### config.mk
export PLATFORM = sky130hd
export DESIGN_NAME = nco_tune_sequencer_flat
export DESIGN_NICKNAME = d
export VERILOG_FILES = /design/src/rtl/nco_seq_pkg.sv /design/src/rtl/nco_tune_sequencer_if.sv /design/src/rtl/i2c_wr_buf.sv /design/src/rtl/nco_tune_sequencer.sv /design/src/flat_wrapper.sv
export SDC_FILE = /design/constraint.sdc
export NUM_CORES = 1
export LEC_CHECK = 0
export CAP_MARGIN = 30
export CORE_AREA = 2 2 84 86
export CTS_BUF_LIST = sky130_fd_sc_hd__clkbuf_4
export DETAILED_ROUTE_END_ITERATION = 8
export DIE_AREA = 0 0 86 88
export GPL_TIMING_DRIVEN = 0
export PLACE_DENSITY = 0.79
export SYNTH_ARGS = -nofsm -noshare
export SYNTH_HDL_FRONTEND = slang
export SYNTH_SLANG_ARGS = --single-unit
### constraint.sdc
create_clock -name clk -period 7.05 [get_ports clk]
set_input_delay 1.7625 -clock clk [delete_from_list [all_inputs] [get_ports clk]]
set_output_delay 1.7625 -clock clk [all_outputs]
set_load 0.05 [all_outputs]
### src/rtl/nco_seq_pkg.sv
// -----------------------------------------------------------------------------
// nco_seq_pkg
// Shared definitions for the NCO tune sequencer: register-file addresses of the
// four phase-word bytes, the sequencer state encoding, the lock-timeout counter
// width and small helpers for byte selection and lock-address decoding.
// -----------------------------------------------------------------------------
package nco_seq_pkg;

    // Phase word bytes, MSB first; a write to the commit address latches the word.
    localparam logic [7:0] NCO_ADDR_B3     = 8'h00;
    localparam logic [7:0] NCO_ADDR_B2     = 8'h01;
    localparam logic [7:0] NCO_ADDR_B1     = 8'h02;
    localparam logic [7:0] NCO_ADDR_COMMIT = 8'h03;

    localparam int LOCK_CNT_W = 16;

    typedef enum logic [1:0] {
        IDLE  = 2'd0,
        BURST = 2'd1,
        DRAIN = 2'd2
    } seq_state_e;

    // Byte idx of a tune word as it goes out on the burst: idx 0 carries [31:24].
    function automatic logic [7:0] tune_byte(input logic [31:0] word, input logic [1:0] idx);
        logic [7:0] b;
        case (idx)
            2'd0:    b = word[31:24];
            2'd1:    b = word[23:16];
            2'd2:    b = word[15:8];
            default: b = word[7:0];
        endcase
        return b;
    endfunction

    // Address of the next burst write after byte cnt.
    function automatic logic [7:0] burst_addr(input logic [1:0] idx);
        logic [7:0] a;
        case (idx)
            2'd0:    a = NCO_ADDR_B3;
            2'd1:    a = NCO_ADDR_B2;
            2'd2:    a = NCO_ADDR_B1;
            default: a = NCO_ADDR_COMMIT;
        endcase
        return a;
    endfunction

    // An I2C write to one of the pre-registers opens a partial phase word.
    function automatic logic is_partial_addr(input logic [7:0] addr);
        return (addr < NCO_ADDR_COMMIT);
    endfunction

endpackage

### src/rtl/nco_tune_sequencer_if.sv
// -----------------------------------------------------------------------------
// nco_tune_sequencer_if
// Bundles the I2C-slave write port, the tune request handshake and the
// register-file write port of the sequencer.
//   master : the sequencer (drives reg_*, tune_ready and status pulses)
//   slave  : the surroundings (I2C slave, tune source, register file)
// -----------------------------------------------------------------------------
interface nco_tune_sequencer_if;
    logic [7:0]  i2c_addr;
    logic [7:0]  i2c_data;
    logic        i2c_we;
    logic [31:0] tune_word;
    logic        tune_valid;
    logic        tune_ready;
    logic [7:0]  reg_addr;
    logic [7:0]  reg_data;
    logic        reg_we;
    logic        tune_done;
    logic        i2c_drop;
    logic        lock_expired;
    logic        busy;

    modport master (
        input  i2c_addr, i2c_data, i2c_we, tune_word, tune_valid,
        output tune_ready, reg_addr, reg_data, reg_we, tune_done,
               i2c_drop, lock_expired, busy
    );

    modport slave (
        output i2c_addr, i2c_data, i2c_we, tune_word, tune_valid,
        input  tune_ready, reg_addr, reg_data, reg_we, tune_done,
               i2c_drop, lock_expired, busy
    );
endinterface

### src/rtl/i2c_wr_buf.sv
// -----------------------------------------------------------------------------
// i2c_wr_buf
// One-entry holding buffer for an I2C write that cannot be issued right away.
// Ports:
//   clk, rst         clock, asynchronous active-high reset
//   push_i           an I2C write arrives that must be held
//   pop_i            the head entry is issued this cycle
//   addr_i, data_i   incoming write
//   valid_o          buffer holds a write
//   valid_next_o     buffer occupancy after this cycle
//   head_addr_o/data the entry to issue: a same-cycle push supersedes the
//                    stored one
//   drop_o           registered pulse when a held write is overwritten
// -----------------------------------------------------------------------------
module i2c_wr_buf (
    input  logic       clk,
    input  logic       rst,
    input  logic       push_i,
    input  logic       pop_i,
    input  logic [7:0] addr_i,
    input  logic [7:0] data_i,
    output logic       valid_o,
    output logic       valid_next_o,
    output logic [7:0] head_addr_o,
    output logic [7:0] head_data_o,
    output logic       drop_o
);
    logic       valid_q, valid_d;
    logic       drop_q;
    logic [7:0] addr_q, data_q;

    // Occupancy: a pop consumes the head even when a push lands in the same cycle.
    always_comb begin
        valid_d = valid_q;
        if (pop_i) begin
            valid_d = 1'b0;
        end else if (push_i) begin
            valid_d = 1'b1;
        end else begin
            valid_d = valid_q;
        end
    end

    // Entry storage and overwrite detection.
    always_ff @(posedge clk or posedge rst) begin
        if (rst) begin
            valid_q <= 1'b0;
            drop_q  <= 1'b0;
            addr_q  <= 8'h00;
            data_q  <= 8'h00;
        end else begin
            valid_q <= valid_d;
            drop_q  <= push_i && valid_q;
            if (push_i) begin
                addr_q <= addr_i;
                data_q <= data_i;
            end else begin
                addr_q <= addr_q;
                data_q <= data_q;
            end
        end
    end

    assign valid_o      = valid_q;
    assign valid_next_o = valid_d;
    assign head_addr_o  = push_i ? addr_i : addr_q;
    assign head_data_o  = push_i ? data_i : data_q;
    assign drop_o       = drop_q;

endmodule

### src/rtl/nco_tune_sequencer.sv
// -----------------------------------------------------------------------------
// nco_tune_sequencer
// Owns the register-file write port and arbitrates between the I2C slave and a
// local tune source. A tune request is written as an atomic 4-byte burst to
// 0x00..0x03 (MSB first); the 0x03 write commits the NCO phase word. I2C writes
// pass straight through when idle, otherwise wait in a one-entry buffer. A
// partially written I2C phase word locks out tune bursts until committed.
// Ports:
//   clk, rst  clock, asynchronous active-high reset
//   bus       nco_tune_sequencer_if.master: I2C write in, tune handshake,
//             register-file write out, status pulses and busy
// Parameter:
//   LOCK_TIMEOUT  cycles before a stale partial-write lock is dropped
// Optional feature macro: SEQ_LOCK_TIMEOUT_EN builds the lock timeout counter;
// without it lock_expired is constant 0 and the lock lasts until a 0x03 write.
// -----------------------------------------------------------------------------
module nco_tune_sequencer
    import nco_seq_pkg::*;
#(
    parameter logic [LOCK_CNT_W-1:0] LOCK_TIMEOUT = 16'hFFFF
) (
    input  logic                  clk,
    input  logic                  rst,
    nco_tune_sequencer_if.master  bus
);
    seq_state_e  state_q, state_d;
    logic [1:0]  cnt_q, cnt_d;
    logic [31:0] word_q, word_d;
    logic        lock_q, lock_d;
    logic [7:0]  reg_addr_q, reg_addr_d;
    logic [7:0]  reg_data_q, reg_data_d;
    logic        reg_we_q, reg_we_d;
    logic        tune_done_q, tune_done_d;
    logic        busy_q, busy_d;
    logic        lock_expired_d;

    logic        tune_ready_s;
    logic        tune_hs_s;
    logic        issue_i2c_s;
    logic        buf_push_s, buf_pop_s;
    logic        buf_valid_s, buf_valid_next_s;
    logic [7:0]  buf_head_addr_s, buf_head_data_s;
    logic        i2c_drop_s;

    i2c_wr_buf u_buf (
        .clk          (clk),
        .rst          (rst),
        .push_i       (buf_push_s),
        .pop_i        (buf_pop_s),
        .addr_i       (bus.i2c_addr),
        .data_i       (bus.i2c_data),
        .valid_o      (buf_valid_s),
        .valid_next_o (buf_valid_next_s),
        .head_addr_o  (buf_head_addr_s),
        .head_data_o  (buf_head_data_s),
        .drop_o       (i2c_drop_s)
    );

    assign tune_ready_s = (state_q == IDLE) && !lock_q && !buf_valid_s && !rst;
    assign tune_hs_s    = bus.tune_valid && tune_ready_s;

    // Sequencer next state. Outputs are registered, so each branch prepares the
    // write that becomes visible on the following cycle; the DRAIN state is the
    // cycle on which the buffered write is visible.
    always_comb begin
        state_d     = state_q;
        cnt_d       = cnt_q;
        word_d      = word_q;
        reg_we_d    = 1'b0;
        reg_addr_d  = bus.i2c_addr;   // idle: track the read address
        reg_data_d  = 8'h00;
        tune_done_d = 1'b0;
        buf_push_s  = 1'b0;
        buf_pop_s   = 1'b0;
        issue_i2c_s = 1'b0;
        case (state_q)
            IDLE: begin
                if (buf_valid_s) begin
                    // A write parked during DRAIN; a newer arrival supersedes it.
                    buf_push_s  = bus.i2c_we;
                    buf_pop_s   = 1'b1;
                    issue_i2c_s = 1'b1;
                    reg_we_d    = 1'b1;
                    reg_addr_d  = buf_head_addr_s;
                    reg_data_d  = buf_head_data_s;
                    state_d     = DRAIN;
                end else if (tune_hs_s) begin
                    buf_push_s  = bus.i2c_we;
                    word_d      = bus.tune_word;
                    cnt_d       = 2'd0;
                    reg_we_d    = 1'b1;
                    reg_addr_d  = burst_addr(2'd0);
                    reg_data_d  = tune_byte(bus.tune_word, 2'd0);
                    state_d     = BURST;
                end else if (bus.i2c_we) begin
                    issue_i2c_s = 1'b1;
                    reg_we_d    = 1'b1;
                    reg_addr_d  = bus.i2c_addr;
                    reg_data_d  = bus.i2c_data;
                end else begin
                    state_d = IDLE;
                end
            end
            BURST: begin
                if (cnt_q == 2'd3) begin
                    // An arrival on the commit cycle is drained right away too.
                    if (buf_valid_s || bus.i2c_we) begin
                        buf_push_s  = bus.i2c_we;
                        buf_pop_s   = 1'b1;
                        issue_i2c_s = 1'b1;
                        reg_we_d    = 1'b1;
                        reg_addr_d  = buf_head_addr_s;
                        reg_data_d  = buf_head_data_s;
                        state_d     = DRAIN;
                    end else begin
                        state_d = IDLE;
                    end
                end else begin
                    buf_push_s  = bus.i2c_we;
                    cnt_d       = cnt_q + 2'd1;
                    reg_we_d    = 1'b1;
                    reg_addr_d  = burst_addr(cnt_q + 2'd1);
                    reg_data_d  = tune_byte(word_q, cnt_q + 2'd1);
                    tune_done_d = (cnt_q == 2'd2);
                end
            end
            DRAIN: begin
                buf_push_s = bus.i2c_we;
                state_d    = IDLE;
            end
            default: begin
                state_d = IDLE;
            end
        endcase
    end

`ifdef SEQ_LOCK_TIMEOUT_EN
    logic [LOCK_CNT_W-1:0] lock_cnt_q, lock_cnt_d;
    logic [LOCK_CNT_W-1:0] lock_cnt_inc_s;
    logic                  lock_expired_q;

    assign lock_cnt_inc_s = lock_cnt_q + 16'd1;

    // Partial-write lock with stale-lock timeout; any issued I2C write restarts the count.
    always_comb begin
        lock_d         = lock_q;
        lock_cnt_d     = 16'd0;
        lock_expired_d = 1'b0;
        if (issue_i2c_s) begin
            if (is_partial_addr(reg_addr_d)) begin
                lock_d = 1'b1;
            end else if (reg_addr_d == NCO_ADDR_COMMIT) begin
                lock_d = 1'b0;
            end else begin
                lock_d = lock_q;
            end
        end else if (lock_q) begin
            if (lock_cnt_inc_s == LOCK_TIMEOUT) begin
                lock_d         = 1'b0;
                lock_expired_d = 1'b1;
            end else begin
                lock_cnt_d = lock_cnt_inc_s;
            end
        end else begin
            lock_d = lock_q;
        end
    end

    // Timeout counter and expiry pulse.
    always_ff @(posedge clk or posedge rst) begin
        if (rst) begin
            lock_cnt_q     <= 16'd0;
            lock_expired_q <= 1'b0;
        end else begin
            lock_cnt_q     <= lock_cnt_d;
            lock_expired_q <= lock_expired_d;
        end
    end

    assign bus.lock_expired = lock_expired_q;
`else
    logic unused_timeout_s;
    assign unused_timeout_s = ^LOCK_TIMEOUT;

    // Partial-write lock: set by a pre-register write, cleared only by a commit write.
    always_comb begin
        lock_d         = lock_q;
        lock_expired_d = 1'b0;
        if (issue_i2c_s) begin
            if (is_partial_addr(reg_addr_d)) begin
                lock_d = 1'b1;
            end else if (reg_addr_d == NCO_ADDR_COMMIT) begin
                lock_d = 1'b0;
            end else begin
                lock_d = lock_q;
            end
        end else begin
            lock_d = lock_q;
        end
    end

    assign bus.lock_expired = lock_expired_d;
`endif

    // busy mirrors the state the sequencer is entering.
    assign busy_d = (state_d != IDLE) || lock_d || buf_valid_next_s;

    // Sequencer state and registered outputs.
    always_ff @(posedge clk or posedge rst) begin
        if (rst) begin
            state_q     <= IDLE;
            cnt_q       <= 2'd0;
            word_q      <= 32'h0000_0000;
            lock_q      <= 1'b0;
            reg_addr_q  <= 8'h00;
            reg_data_q  <= 8'h00;
            reg_we_q    <= 1'b0;
            tune_done_q <= 1'b0;
            busy_q      <= 1'b0;
        end else begin
            state_q     <= state_d;
            cnt_q       <= cnt_d;
            word_q      <= word_d;
            lock_q      <= lock_d;
            reg_addr_q  <= reg_addr_d;
            reg_data_q  <= reg_data_d;
            reg_we_q    <= reg_we_d;
            tune_done_q <= tune_done_d;
            busy_q      <= busy_d;
        end
    end

    assign bus.tune_ready = tune_ready_s;
    assign bus.reg_addr   = reg_addr_q;
    assign bus.reg_data   = reg_data_q;
    assign bus.reg_we     = reg_we_q;
    assign bus.tune_done  = tune_done_q;
    assign bus.i2c_drop   = i2c_drop_s;
    assign bus.busy       = busy_q;

endmodule

### src/flat_wrapper.sv
// flat-port wrapper written by rule: the top's interface ports become plain ports
module nco_tune_sequencer_flat import nco_seq_pkg::*;
#(
    parameter logic [LOCK_CNT_W-1:0] LOCK_TIMEOUT = 16'hFFFF
)
  (clk, rst, bus_i2c_addr, bus_i2c_data, bus_i2c_we, bus_tune_word, bus_tune_valid, bus_tune_ready, bus_reg_addr, bus_reg_data, bus_reg_we, bus_tune_done, bus_i2c_drop, bus_lock_expired, bus_busy);
  nco_tune_sequencer_if bus_i ();
  input  logic clk;
  input  logic rst;
  input wire logic [$bits(bus_i.i2c_addr)-1:0] bus_i2c_addr;
  input wire logic [$bits(bus_i.i2c_data)-1:0] bus_i2c_data;
  input wire logic [$bits(bus_i.i2c_we)-1:0] bus_i2c_we;
  input wire logic [$bits(bus_i.tune_word)-1:0] bus_tune_word;
  input wire logic [$bits(bus_i.tune_valid)-1:0] bus_tune_valid;
  output wire logic [$bits(bus_i.tune_ready)-1:0] bus_tune_ready;
  output wire logic [$bits(bus_i.reg_addr)-1:0] bus_reg_addr;
  output wire logic [$bits(bus_i.reg_data)-1:0] bus_reg_data;
  output wire logic [$bits(bus_i.reg_we)-1:0] bus_reg_we;
  output wire logic [$bits(bus_i.tune_done)-1:0] bus_tune_done;
  output wire logic [$bits(bus_i.i2c_drop)-1:0] bus_i2c_drop;
  output wire logic [$bits(bus_i.lock_expired)-1:0] bus_lock_expired;
  output wire logic [$bits(bus_i.busy)-1:0] bus_busy;
  assign bus_i.i2c_addr = bus_i2c_addr;
  assign bus_i.i2c_data = bus_i2c_data;
  assign bus_i.i2c_we = bus_i2c_we;
  assign bus_i.tune_word = bus_tune_word;
  assign bus_i.tune_valid = bus_tune_valid;
  assign bus_tune_ready = bus_i.tune_ready;
  assign bus_reg_addr = bus_i.reg_addr;
  assign bus_reg_data = bus_i.reg_data;
  assign bus_reg_we = bus_i.reg_we;
  assign bus_tune_done = bus_i.tune_done;
  assign bus_i2c_drop = bus_i.i2c_drop;
  assign bus_lock_expired = bus_i.lock_expired;
  assign bus_busy = bus_i.busy;
  nco_tune_sequencer #(.LOCK_TIMEOUT(LOCK_TIMEOUT)) u_core (.clk(clk), .rst(rst), .bus(bus_i));
endmodule
==> Word level (Yosys, flattened, before mapping) <==
Cells that the tools add are included.
{ "totals": {"register_bits": 74, "output_inout_bits": 22, "elab_cells": 92} }
{ "classes": {"n_addsub": 1, "order_cmp": 1, "eq_ne": 10, "n_mux": 49, "bitwise_logic": 1, "reduce_logical": 17} }
{ "op_table": {"columns": ["cell", "n"], "rows": [
  ["8-bit two-way mux", 11],
  ["8-bit case mux with 2 select lines", 2],
  ["8-bit case mux with 3 select lines", 1],
  ["1-bit two-way mux", 20],
  ["2-bit two-way mux", 8],
  ["2-bit == test (second input constant)", 4],
  ["8-bit by 2-bit == test with 1-bit output (second input constant)", 1],
  ["8-bit by 2-bit < comparator with 1-bit output (second input constant)", 1],
  ["2-bit case mux with 2 select lines", 2],
  ["1-bit case mux with 2 select lines", 3],
  ["2-bit case mux with 3 select lines", 1],
  ["1-bit logical AND", 5],
  ["2-bit by 1-bit == test with 1-bit output (second input constant)", 2],
  ["2-bit logical NOT", 2],
  ["2-bit inequality test (second input constant)", 2],
  ["4-bit AND reduction", 1],
  ["2-bit nonzero test", 2],
  ["1-bit logical NOT", 3],
  ["1-bit logical OR", 3],
  ["1-bit case mux with 3 select lines", 1],
  ["3-bit AND reduction", 1],
  ["2-bit by 1-bit adder with 2-bit output (second input constant)", 1],
  ["2-bit by 1-bit inequality test with 1-bit output (second input constant)", 1],
  ["1-bit inverter", 1]
]} }

==> Depth between registers and ports, before layout <==
Gate-level depths: netlist of the first run.
{ "depth": {"depth_word": 18, "ltp_mapped": 11} }

==> Hierarchy <==
From an unflattened synthesis of the first run, not the netlist that was laid out.
{ "hier_totals": {"hier_cells": 345, "area_unflattened_um2": 3397.0} }
{ "by_module_without_submodules": {"columns": ["mod", "instances", "cells_each", "area_each_um2"], "rows": [
  ["nco_tune_sequencer", 1, 306, 2683.8],
  ["i2c_wr_buf", 1, 39, 713.2]
]} }

==> Worst setup path after synthesis of the first run <==
OpenSTA, ideal clock, no wires.
{ "synth_path": {"path_type": "in2out", "from": "input rst", "to": "output bus_tune_ready", "t_arrival_ns": 2.838, "required_time_ns": 5.287, "slack_ns": 2.449, "path_stages": 1, "n_path_buf": 0, "cell_sequence": "nor3_1"} }
{ "synth_between": {"elab_chain_len": 2} }
{ "synth_lines": {"columns": ["item", "line_no", "rtl"], "rows": [
  ["start: declaration", "flat_wrapper.sv:9", "input logic rst;"],
  ["1-bit logical NOT", "nco_tune_sequencer.sv:59", "assign tune_ready_s = (state_q == IDLE) && !lock_q && !buf_valid_s && !rst;"],
  ["1-bit logical AND", "nco_tune_sequencer.sv:59", null],
  ["end: declaration", "flat_wrapper.sv:15", "output wire logic [$bits(bus_i.tune_ready)-1:0] bus_tune_ready;"]
]} }
Every way passes these cells.

==> Final worst setup path of the first run <==
Same ends and word-level chain as after synthesis.

==> results of run 1 <==
==> cell families after synthesis <==
logic type / after synthesis / share of synthesized area (%)
buf+inv: 39 / 6.41
simple gates: 177 / 22.4
compound gates: 79 / 18.8
other cells: 1 / 0.114
fa+ha+maj: 5 / 1.91
flops: 66 / 50.4
==> critical path, stage by stage <==
cell	delay (ns)
clkdlybuf4s50_1	0.47
nor3_1	0.20
clkdlybuf4s50_1	0.83
==> power by group <==
| group | internal, uW | switching (uW) |
|---|---|---|
| logic | 346 | 602 |
| registers | 546 | 79.6 |
| clock network | 115 | 136 |
| total | 1010 | 817 |
==> area by class of cell <==
cell class                      instances  share of cell area [%]
Tap cell                               80                    2.36
Buffer                                 28                    3.98
Inverter                               11                   0.972
Clock buffer                           11                    1.94
Clock inverter                          5                    1.30
Sequential cell                        66                    38.9
Timing Repair Buffer                   72                    17.2
Multi-Input combinational cell        262                    33.4
==> metrics by stage <==
step | std cells | worst slack (ns) | util (%)
2_1_floorplan | 367 | 2.45 | -
3_3_place_gp | 518 | 2.07 | 61.6
3_5_place_dp | 519 | 2.04 | 61.9
4_1_cts | 535 | 2.04 | 63.9
5_1_grt | 535 | 1.96 | 63.9
6_report | 535 | 2.03 | 63.9
==> cell usage in the layout, fill, tap and decap left out, drive strengths merged, types with 7 or more instances in the layout <==
cell type / netlist / routed
o211ai: 13 / 13
o21ai: 19 / 19
a22oi: 20 / 20
clkbuf: 13 / 24
a21oi: 7 / 7
buf: 15 / 16
clkdlybuf4s50: 0 / 71
nor2: 9 / 9
inv: 11 / 11
dfrtp: 66 / 66
nand2: 147 / 147
==> worst max path at each step <==
stage	from	depth (start not counted)	slack, ns	end
CTS	rst	3	2.04	bus_tune_ready
floorplan	rst	1	2.45	bus_tune_ready
global placement	rst	3	2.07	bus_tune_ready
global route	rst	3	1.96	bus_tune_ready
detailed placement	rst	3	2.04	bus_tune_ready
finish	rst	3	2.03	bus_tune_ready
==> per-layer routing <==
layer,wire length [um],part of all wire [%]
met2,3840,48
met3,394,5.0
met5,0,0
met1,3600,45
met4,83,1.0
==> sequential cells by signal, summed over array words and instances (netlist names), 2 cells and up <==
signal,cells
u_core.u_buf.data_q,8
u_core.bus.reg_addr,8
u_core.u_buf.addr_q,8
u_core.word_q,24
u_core.cnt_q,2
u_core.state_q,2
u_core.bus.reg_data,8
==> metrics.txt, run 1 <==
count leader, synth=nand2_1; design area=0.00425 mm2; hold_ws=0.486 ns; Area Growth Syn to Fin=29.5%; DRT iter0 DRCs=220; DIE WIDTH=86 um; first-pass detailed-route iteration total=5; Synth top cells by count=146 x nand2_1, 66 x dfrtp_1, 20 x a22oi_1; HPWL Detailed=5750 um; async set-or-reset flop fraction in the synthesized netlist=100%; clock slew at reported path FFs=0.11 ns; vias in the first global route=2845; Max Fanout on Critical Path=3; nets=507; setup violators final=0; largest net degree at the start of global routing=45; hold depth=2; Post-DRT Antenna Nets=0; sequential cell area fraction in the yosys report=50.4%; initial antenna violation count=0; Critical Path Sink Type=output port; DR vias=2774; Setup Skew=0.0175 ns; RSZ-0062 raised after global routing=false; Peak supply drop=0.000169 V; FF-to-FF Start=u_core.cnt_q[1]$_DFFE_PP0P_; Cell variety after synth=52; footprint of the multi-input gates=0.00142 mm2; die area=0.00757 mm2; Worst-Margin Slew=0.785 ns; Total GRT Usage=22.4%; ys flop type=dfrtp_1; Antenna Cells=0; hold path endpoint=u_core.u_buf.addr_q[3]$_DFF_PP0_; TritonCTS clock tree=done; Core Rows=30; PortBufs=71; clk sinks=66; vias per inst=5.19; power per cell area=429 mW/mm2; Leak Pwr=0.00196 uW; post-synthesis cell count=367; Hold Crit Class=reg -> reg; wire per inst=14.8 um; global-route wire length before repair=13100 um; Total Power=1820 uW; Avg Inst Size Synth=8.94 um2; required time worst endpoint=5.29 ns; critical path startpoint category=input pin; clock network latency to the later pin of the worst-skew pair=0.40 ns; Post-synth EDFFs=0; total negative slack=0 ns; M2 GR Usage=38.1%; FF+latch count, synth=66; crit path DAT=3.25 ns; largest cells by area after synthesis=dfrtp_1 50%, nand2_1 17%, a22oi_1 4.6%; GPL Wtd Cong=0.862; CTS root buf=clkbuf_4; total gr overflow=0; post-synth top area cell=dfrtp_1; Mapped Nets=424; placed standard-cell area=0.00411 mm2; hold_buf cts=0; H-tree levels=3; Hold Crit Start=u_core.u_buf.addr_q[3]$_DFF_PP0_; Post-CTS Setup Bufs=0; Total Wirelength=7910 um; Initial Util=49.4%; Reg2Reg Depth=11; fin. max-slew vios=0; Reg area=0.00165 mm2; DRC viols=0; endpoints failing hold=0; Synth Cell Area=0.00328 mm2; post-CTS sizing=0; CTS max path bufs=2; FF-to-FF setup slack=4.51 ns; Critical R2R Capture=u_core.bus.busy$_DFF_PP0_; Min Clock Period, post-route=5.02 ns; top-area cell type share of the netlist area=50.4%; Final Cycle Share=71.2%; die height=88 um; CTS buffer count=9; I/O Pins=74; yosys synthesis warning count=0; outcome=completed; fmax=0.199 GHz; share of layout cells above drive strength 1=9.89%; Max-Cap Viols=0; GR Layer Usage met3=3.77%; WS Path Type=in -> out; Max-slew headroom=47.7%; Fillers=555; gr busiest metal=met2; core region area=0.00664 mm2; grt met1 use=28.8%
Power figures use the tool's default switching activity.
==> run 2, diff against run 1 <==
==> constraint.sdc (replaced) <==
create_clock -name clk -period 4.85 [get_ports clk]
set_input_delay 1.2125 -clock clk [delete_from_list [all_inputs] [get_ports clk]]
set_output_delay 1.2125 -clock clk [all_outputs]
set_load 0.05 [all_outputs]
==> results of run 2 <==
Same layout as run 1 (identical final DEF). Status: completed.
Main changes from that run: setup slack after placement 2.04 ns -> 0.940 ns; setup slack after layout 2.03 ns -> 0.882 ns; start point of the critical path rst -> u_core.state_q[0]$_DFF_PP0_; register-to-register setup slack 4.51 ns -> 2.31 ns; total power 1820 uW -> 2650 uW; worst IR drop on VDD 0.000169 V -> 0.000245 V
